[src/rtl/wb_arbiter.sv]
// Register-file write-port arbiter: pipeline writeback versus buffered long-latency results,
// with a starvation counter that stalls the pipeline for one cycle to drain the buffer.
module wb_arbiter #(
  parameter int FIFO_DEPTH   = 2,
  parameter int STARVE_LIMIT = 4
) (
  input  logic        clk_in,
  input  logic        rst_in,
  input  logic        rdy_in,
  input  logic [4:0]  pipe_rd_addr_i,
  input  logic        pipe_rd_write_i,
  input  logic [31:0] pipe_rd_data_i,
  input  logic        lu_valid_i,
  output logic        lu_ready_o,
  input  logic [4:0]  lu_rd_addr_i,
  input  logic [31:0] lu_rd_data_i,
  output logic        rd_write_o,
  output logic [4:0]  rd_addr_o,
  output logic [31:0] rd_data_o,
  output logic        stall_o,
  output logic        lu_pending_o
);

  localparam int PW = (FIFO_DEPTH > 1) ? $clog2(FIFO_DEPTH) : 1;
  localparam int CW = $clog2(FIFO_DEPTH + 1);
  localparam int SW = $clog2(STARVE_LIMIT + 1);

  localparam logic [CW-1:0] COUNT_FULL = CW'(FIFO_DEPTH);
  localparam logic [SW-1:0] STARVE_MAX = SW'(STARVE_LIMIT);

  // Buffer storage; fifo_vld marks entries not yet killed by a younger pipeline write.
  logic [4:0]            fifo_addr [FIFO_DEPTH];
  logic [31:0]           fifo_data [FIFO_DEPTH];
  logic [FIFO_DEPTH-1:0] fifo_vld;
  logic [PW-1:0]         wr_ptr_q;
  logic [PW-1:0]         rd_ptr_q;
  logic [CW-1:0]         count_q;
  logic [SW-1:0]         starve_q;

  logic        active;
  logic        fifo_nonempty;
  logic        head_vld;
  logic        pipe_req;
  logic        lu_req;
  logic        stall;
  logic        pop;
  logic        push;
  logic        bypass;
  logic        pipe_done;
  logic        wr_en;
  logic [4:0]  wr_addr;
  logic [31:0] wr_data;

  assign active        = rdy_in && !rst_in;
  assign fifo_nonempty = (count_q != '0);
  assign head_vld      = fifo_vld[rd_ptr_q];
  assign pipe_req      = pipe_rd_write_i && (pipe_rd_addr_i != 5'd0);

  // Handshake: a long-latency result transfers in any cycle where lu_valid_i and
  // lu_ready_o are both high; lu_ready_o depends only on registered occupancy.
  assign lu_ready_o = active && (count_q < COUNT_FULL);
  assign lu_req     = lu_valid_i && lu_ready_o;

  assign stall = active && (starve_q == STARVE_MAX) && pipe_req && fifo_nonempty;

  always_comb begin
    pop       = 1'b0;
    bypass    = 1'b0;
    pipe_done = 1'b0;
    wr_en     = 1'b0;
    wr_addr   = 5'd0;
    wr_data   = 32'd0;
    if (active) begin
      if (stall) begin
        pop = 1'b1;
        if (head_vld) begin
          wr_en   = 1'b1;
          wr_addr = fifo_addr[rd_ptr_q];
          wr_data = fifo_data[rd_ptr_q];
        end
      end else if (pipe_req) begin
        pipe_done = 1'b1;
        wr_en     = 1'b1;
        wr_addr   = pipe_rd_addr_i;
        wr_data   = pipe_rd_data_i;
      end else if (fifo_nonempty) begin
        pop = 1'b1;
        if (head_vld) begin
          wr_en   = 1'b1;
          wr_addr = fifo_addr[rd_ptr_q];
          wr_data = fifo_data[rd_ptr_q];
        end
      end else if (lu_req) begin
        // Port is free and nothing is queued ahead: write straight through.
        bypass = 1'b1;
        if (lu_rd_addr_i != 5'd0) begin
          wr_en   = 1'b1;
          wr_addr = lu_rd_addr_i;
          wr_data = lu_rd_data_i;
        end
      end
    end
  end

  // Results destined for x0 complete the handshake but are dropped.
  assign push = lu_req && !bypass && (lu_rd_addr_i != 5'd0);

  always_ff @(posedge clk_in or posedge rst_in) begin
    if (rst_in) begin
      wr_ptr_q <= '0;
      rd_ptr_q <= '0;
      count_q  <= '0;
      starve_q <= '0;
      fifo_vld <= '0;
      for (int i = 0; i < FIFO_DEPTH; i++) begin
        fifo_addr[i] <= 5'd0;
        fifo_data[i] <= 32'd0;
      end
    end else if (rdy_in) begin
      // A performed pipeline write is younger than every buffered result to the same rd.
      for (int i = 0; i < FIFO_DEPTH; i++) begin
        if (pipe_done && fifo_vld[i] && (fifo_addr[i] == pipe_rd_addr_i)) begin
          fifo_vld[i] <= 1'b0;
        end
      end
      if (pop) begin
        fifo_vld[rd_ptr_q] <= 1'b0;
        rd_ptr_q           <= rd_ptr_q + PW'(1);
      end
      if (push) begin
        fifo_vld[wr_ptr_q]  <= 1'b1;
        fifo_addr[wr_ptr_q] <= lu_rd_addr_i;
        fifo_data[wr_ptr_q] <= lu_rd_data_i;
        wr_ptr_q            <= wr_ptr_q + PW'(1);
      end
      case ({push, pop})
        2'b10:   count_q <= count_q + CW'(1);
        2'b01:   count_q <= count_q - CW'(1);
        default: count_q <= count_q;
      endcase
      if (!fifo_nonempty || pop) begin
        starve_q <= '0;
      end else if (starve_q != STARVE_MAX) begin
        starve_q <= starve_q + SW'(1);
      end
    end
  end

  assign rd_write_o   = wr_en;
  assign rd_addr_o    = wr_addr;
  assign rd_data_o    = wr_data;
  assign stall_o      = stall;
  assign lu_pending_o = active && fifo_nonempty;

endmodule

[config.mk]
export PLATFORM = sky130hd
export DESIGN_NAME = wb_arbiter
export DESIGN_NICKNAME = d
export VERILOG_FILES = /design/src/rtl/wb_arbiter.sv
export SDC_FILE = /design/constraint.sdc
export NUM_CORES = 1
export LEC_CHECK = 0
export ABC_AREA = 1
export CAP_MARGIN = 20
export CORE_MARGIN = 8
export CORE_UTILIZATION = 47
export DETAILED_ROUTE_END_ITERATION = 16
export PLACE_DENSITY = 0.84
export REMOVE_ABC_BUFFERS = 1
export SETUP_SLACK_MARGIN = 0.1
export SYNTH_ARGS = -nofsm -noshare
export SYNTH_HDL_FRONTEND = slang
export SYNTH_SLANG_ARGS = --single-unit
[constraint.sdc]
create_clock -name clk_in -period 2.62 [get_ports clk_in]
set_input_delay 0.262 -clock clk_in [delete_from_list [all_inputs] [get_ports clk_in]]
set_output_delay 0.262 -clock clk_in [all_outputs]
set_load 0.01 [all_outputs]
==> summary.txt <==
Min path
  • Hold Path Class: in -> reg
  • Hold Path Origin: rdy_in
  • Cell depth of the worst hold path: 4
  • Endpoint, Worst Hold: starve_q[2]

Clock network
  • CTS root buf: clkbuf_16
  • CTS clk-pin slew, worst paths: 0.06 ns
  • Clk Latency, worst-skew pair: 0.33 ns
  • TritonCTS buffer count: 9
  • CTS tree: done
  • Clock Sinks: 83
  • CTS max path bufs: 2
  • H-tree depth: 3

Routing
  • Drt total wl: 20.4 mm
  • Via count: 7076
  • Drt first pass iters: 6
  • Via/cell ratio: 5.50
  • Initial DRC count: 772
  • Residual DRC count: 0
  • WL per Instance: 15.9 µm
  • Post-route ant nets: 0

Timing
  • Slew margin rel.: 0.612
  • Final Cycle Share: 0.942
  • Setup TNS: 0 ns
  • Final hold vios: 0
  • Setup violators final: 0
  • RSZ-0062 raised after global routing: true
  • Worst clock skew: 0.00511 ns
  • Worst slew pin tran: 0.582 ns
  • Fin. max-slew vios: 0
  • F_max: 0.405 GHz
  • Minimum clock period: 2.47 ns

Critical path
  • CP delay by family, top: buffers and inverters
  • Worst setup EP type: output port
  • R2R Path Start: count_q[1]
  • Max stage delay cell, worst path: clkdlybuf4s50_1
  • Worst EP required: 2.36 ns
  • CP bufs+invs: 3
  • Crit Path Category: reg -> out
  • WP depth: 6
  • Crit path cell chain: buf_4 -> nor2_4 -> buf_4 -> nand4_1 -> nand2_1 -> clkdlybuf4s50_1
  • Startpoint Class: flop
  • R2R setup slack: 0.27 ns
  • CP max FO: 12
  • CP dominant cell by count: buf_4
  • Crit-path max cell delay: 0.55 ns
  • Reg-to-Reg End: count_q[1]
  • Critical Path AT: 2.21 ns
  • Worst reg-to-reg path cell count: 10

Finish
  • Nets: 1191
  • Layout cells sized above 1: 0.0862
  • Finished Cell Area: 0.00807 mm²
  • Area Growth Syn to Fin: 31.5%
  • Antenna diode count: 0

Synth
  • Compound-Gate Fraction of Synth Area: 0.0648
  • Cell taking the most area after synthesis: dfrtp_1
  • Synth top area cells: dfrtp_1, nand2_1, nand4_1
  • Mux contribution to synthesized area: 0
  • Simple-gate portion of the synthesized area: 0.465
  • Avg Inst Size Synth: 6.09 µm²
  • Synthesized netlist cell count: 1008
  • Post-Syn Area: 0.00614 mm²
  • Seq cells post-synth: 83
  • Adder-Cell Fraction of Synth Area: 0.00612
  • Register area share after synthesis: 0.338
  • Synth cell types: 27
  • Largest family of logic cells by synthesized area: simple AND/OR/NAND/NOR gates
  • Ys Warns: 0
  • Synth Area in XOR/XNOR: 0.00714
  • Share of the synthesized area in the top cell type: 0.338

Power and ir drop
  • Switching part of the total: 0.424
  • Combinational fraction of design power: 0.452
  • Clock share of power: 0.220
  • LEAKAGE: 4.26 nW
  • P_int: 0.00389 W
  • Sequential share of power: 0.328
  • Worst VDD drop: 515 µV
  • PD cells: 838 mW/mm²
  • Switching power: 0.00287 W

Die
  • Die ar.: 0.0170 mm²
  • I/O pin count: 120
  • CORE AREA: 0.0127 mm²
  • Die height: 130 µm
  • Starting density of the core: 0.484
  • Cell Rows: 41
  • Die width: 130 µm

GRT
  • Largest net degree at the start of global routing: 84
  • Vias in the first global route: 6725
  • GRT overflow: 0
  • Initial antenna violation count: 0
  • First-pass GRT wire length: 32.7 mm
  • Total track usage: 0.238

Run
  • Maxcap violations: 0

Status
  • Status: finished clean

Placed design
  • Detailed Place HPWL: 12.9 mm
  • Post-DP Area: 0.00753 mm²
  • Routability cong.: 0.882
  • Port bufs: 119
[flip-flops by register name, summed over array words and instances, names as in the netlist]
signal / flops
starve_q: 3
count_q: 2
fifo_addr: 10
fifo_vld: 2
fifo_data: 64
rd_ptr_q: 1
wr_ptr_q: 1
[cells in the mapped netlist]
master	instances
nand2_1	480
nand4_1	112
dfrtp_1	83
inv_1	78
o21ai_0	47
nor2_1	45
buf_2	37
clkbuf_1	29
o21ai_1	24
nand3_1	21
a21oi_1	7
inv_2	7
clkinv_1	6
buf_1	4
buf_4	4
buf_6	4
ha_1	3
xor2_1	3
nand2_2	2
nand3_2	2
nor2_2	2
nor3_1	2
xnor2_1	2
and2_1	1
nor2_4	1
o21bai_1	1
or2_2	1
[logic make-up (layout without fill, tap and decap cells)]
kind of cell,Yosys count,after routing
flops,83,83
fa+ha+maj,3,3
simple gates,669,669
compound gates,79,79
xor+xnor,5,5
buf+inv,169,275
[per-layer routing]
metal  wire length [µm]  GRT usage  vias to the layer above
li1                   -          -                     3414
met1               8330      0.310                     3215
met2               9690      0.387                      399
met3               2000     0.0457                       48
met4                429     0.0813                        0
met5                  0          0                        -
[timing repair]
item,4_1_cts,5_1_grt
resized for setup,55,18
pin swaps,2,1
hold buffers,0,0
cloned,1,2
endpoints found under the setup margin,39,32
setup buffers,4,3
[cell type report]
| type | instances | area (µm²) |
|---|---|---|
| Fill cell | 1096 | 4600 |
| Multi-Input combinational cell | 756 | 3390 |
| Sequential cell | 83 | 2080 |
| Timing Repair Buffer | 168 | 1690 |
| Inverter | 91 | 348 |
| Clock buffer | 10 | 239 |
| Tap cell | 172 | 215 |
| Clock inverter | 6 | 113 |
[worst max path at each step]
stage                    to        start  slack [ns]
2_1_floorplan    count_q[1]       rst_in       -3.64
3_3_place_gp     count_q[1]       rst_in        0.04
3_5_place_dp     count_q[1]       rdy_in       -0.03
4_1_cts             stall_o  starve_q[0]        0.11
5_1_grt        rd_data_o[7]     rd_ptr_q        0.07
6_report         rd_write_o   count_q[1]        0.15
[cell usage in the layout (no fill, tap or decap), drive strengths merged, types with 3 or more instances in the layout]
master / instances
nand2: 482
nand4: 112
inv: 84
dfrtp: 83
clkdlybuf4s50: 80
o21ai: 71
nor2: 48
buf: 47
dlygate4sd2: 33
nand3: 23
clkbuf: 15
clkinv: 10
a21oi: 7
xor2: 3
bufinv: 3
ha: 3
[metrics by stage]
stage	utilization	cells	setup slack, ns	hold WS, ns	total power, W
final	0.637	1286	0.153	0.347	0.00676
after global routing	0.637	1286	0.0670	0.408	0.00724
after CTS	0.627	1280	0.110	0.474	0.00657
after detailed placement	0.594	1259	-0.0302	0.458	0.00497
after global placement	0.594	1259	0.0440	0.453	0.00489
after floorplan	-	930	-3.64	0.419	0.00385
[worst register-to-register path, cell delays in order (launching register included)]
cell,delay (ns)
dfrtp_2,0.44
buf_4,0.15
nor2_4,0.23
buf_4,0.26
nand3_4,0.09
nand2_1,0.11
ha_1,0.24
or2_2,0.31
a21oi_1,0.12
o21ai_0,0.12
xor2_1,0.15
[power groups by stage]
stage / clock, W / combinational [W] / sequential [W]
after floorplan: 0 / 0.00166 / 0.00219
after global placement: 0 / 0.00272 / 0.00217
after detailed placement: 0 / 0.00277 / 0.00220
after CTS: 0.00149 / 0.00287 / 0.00220
after global routing: 0.00155 / 0.00341 / 0.00228
final: 0.00149 / 0.00306 / 0.00222
No activity file was read; power rests on OpenSTA's default activity.
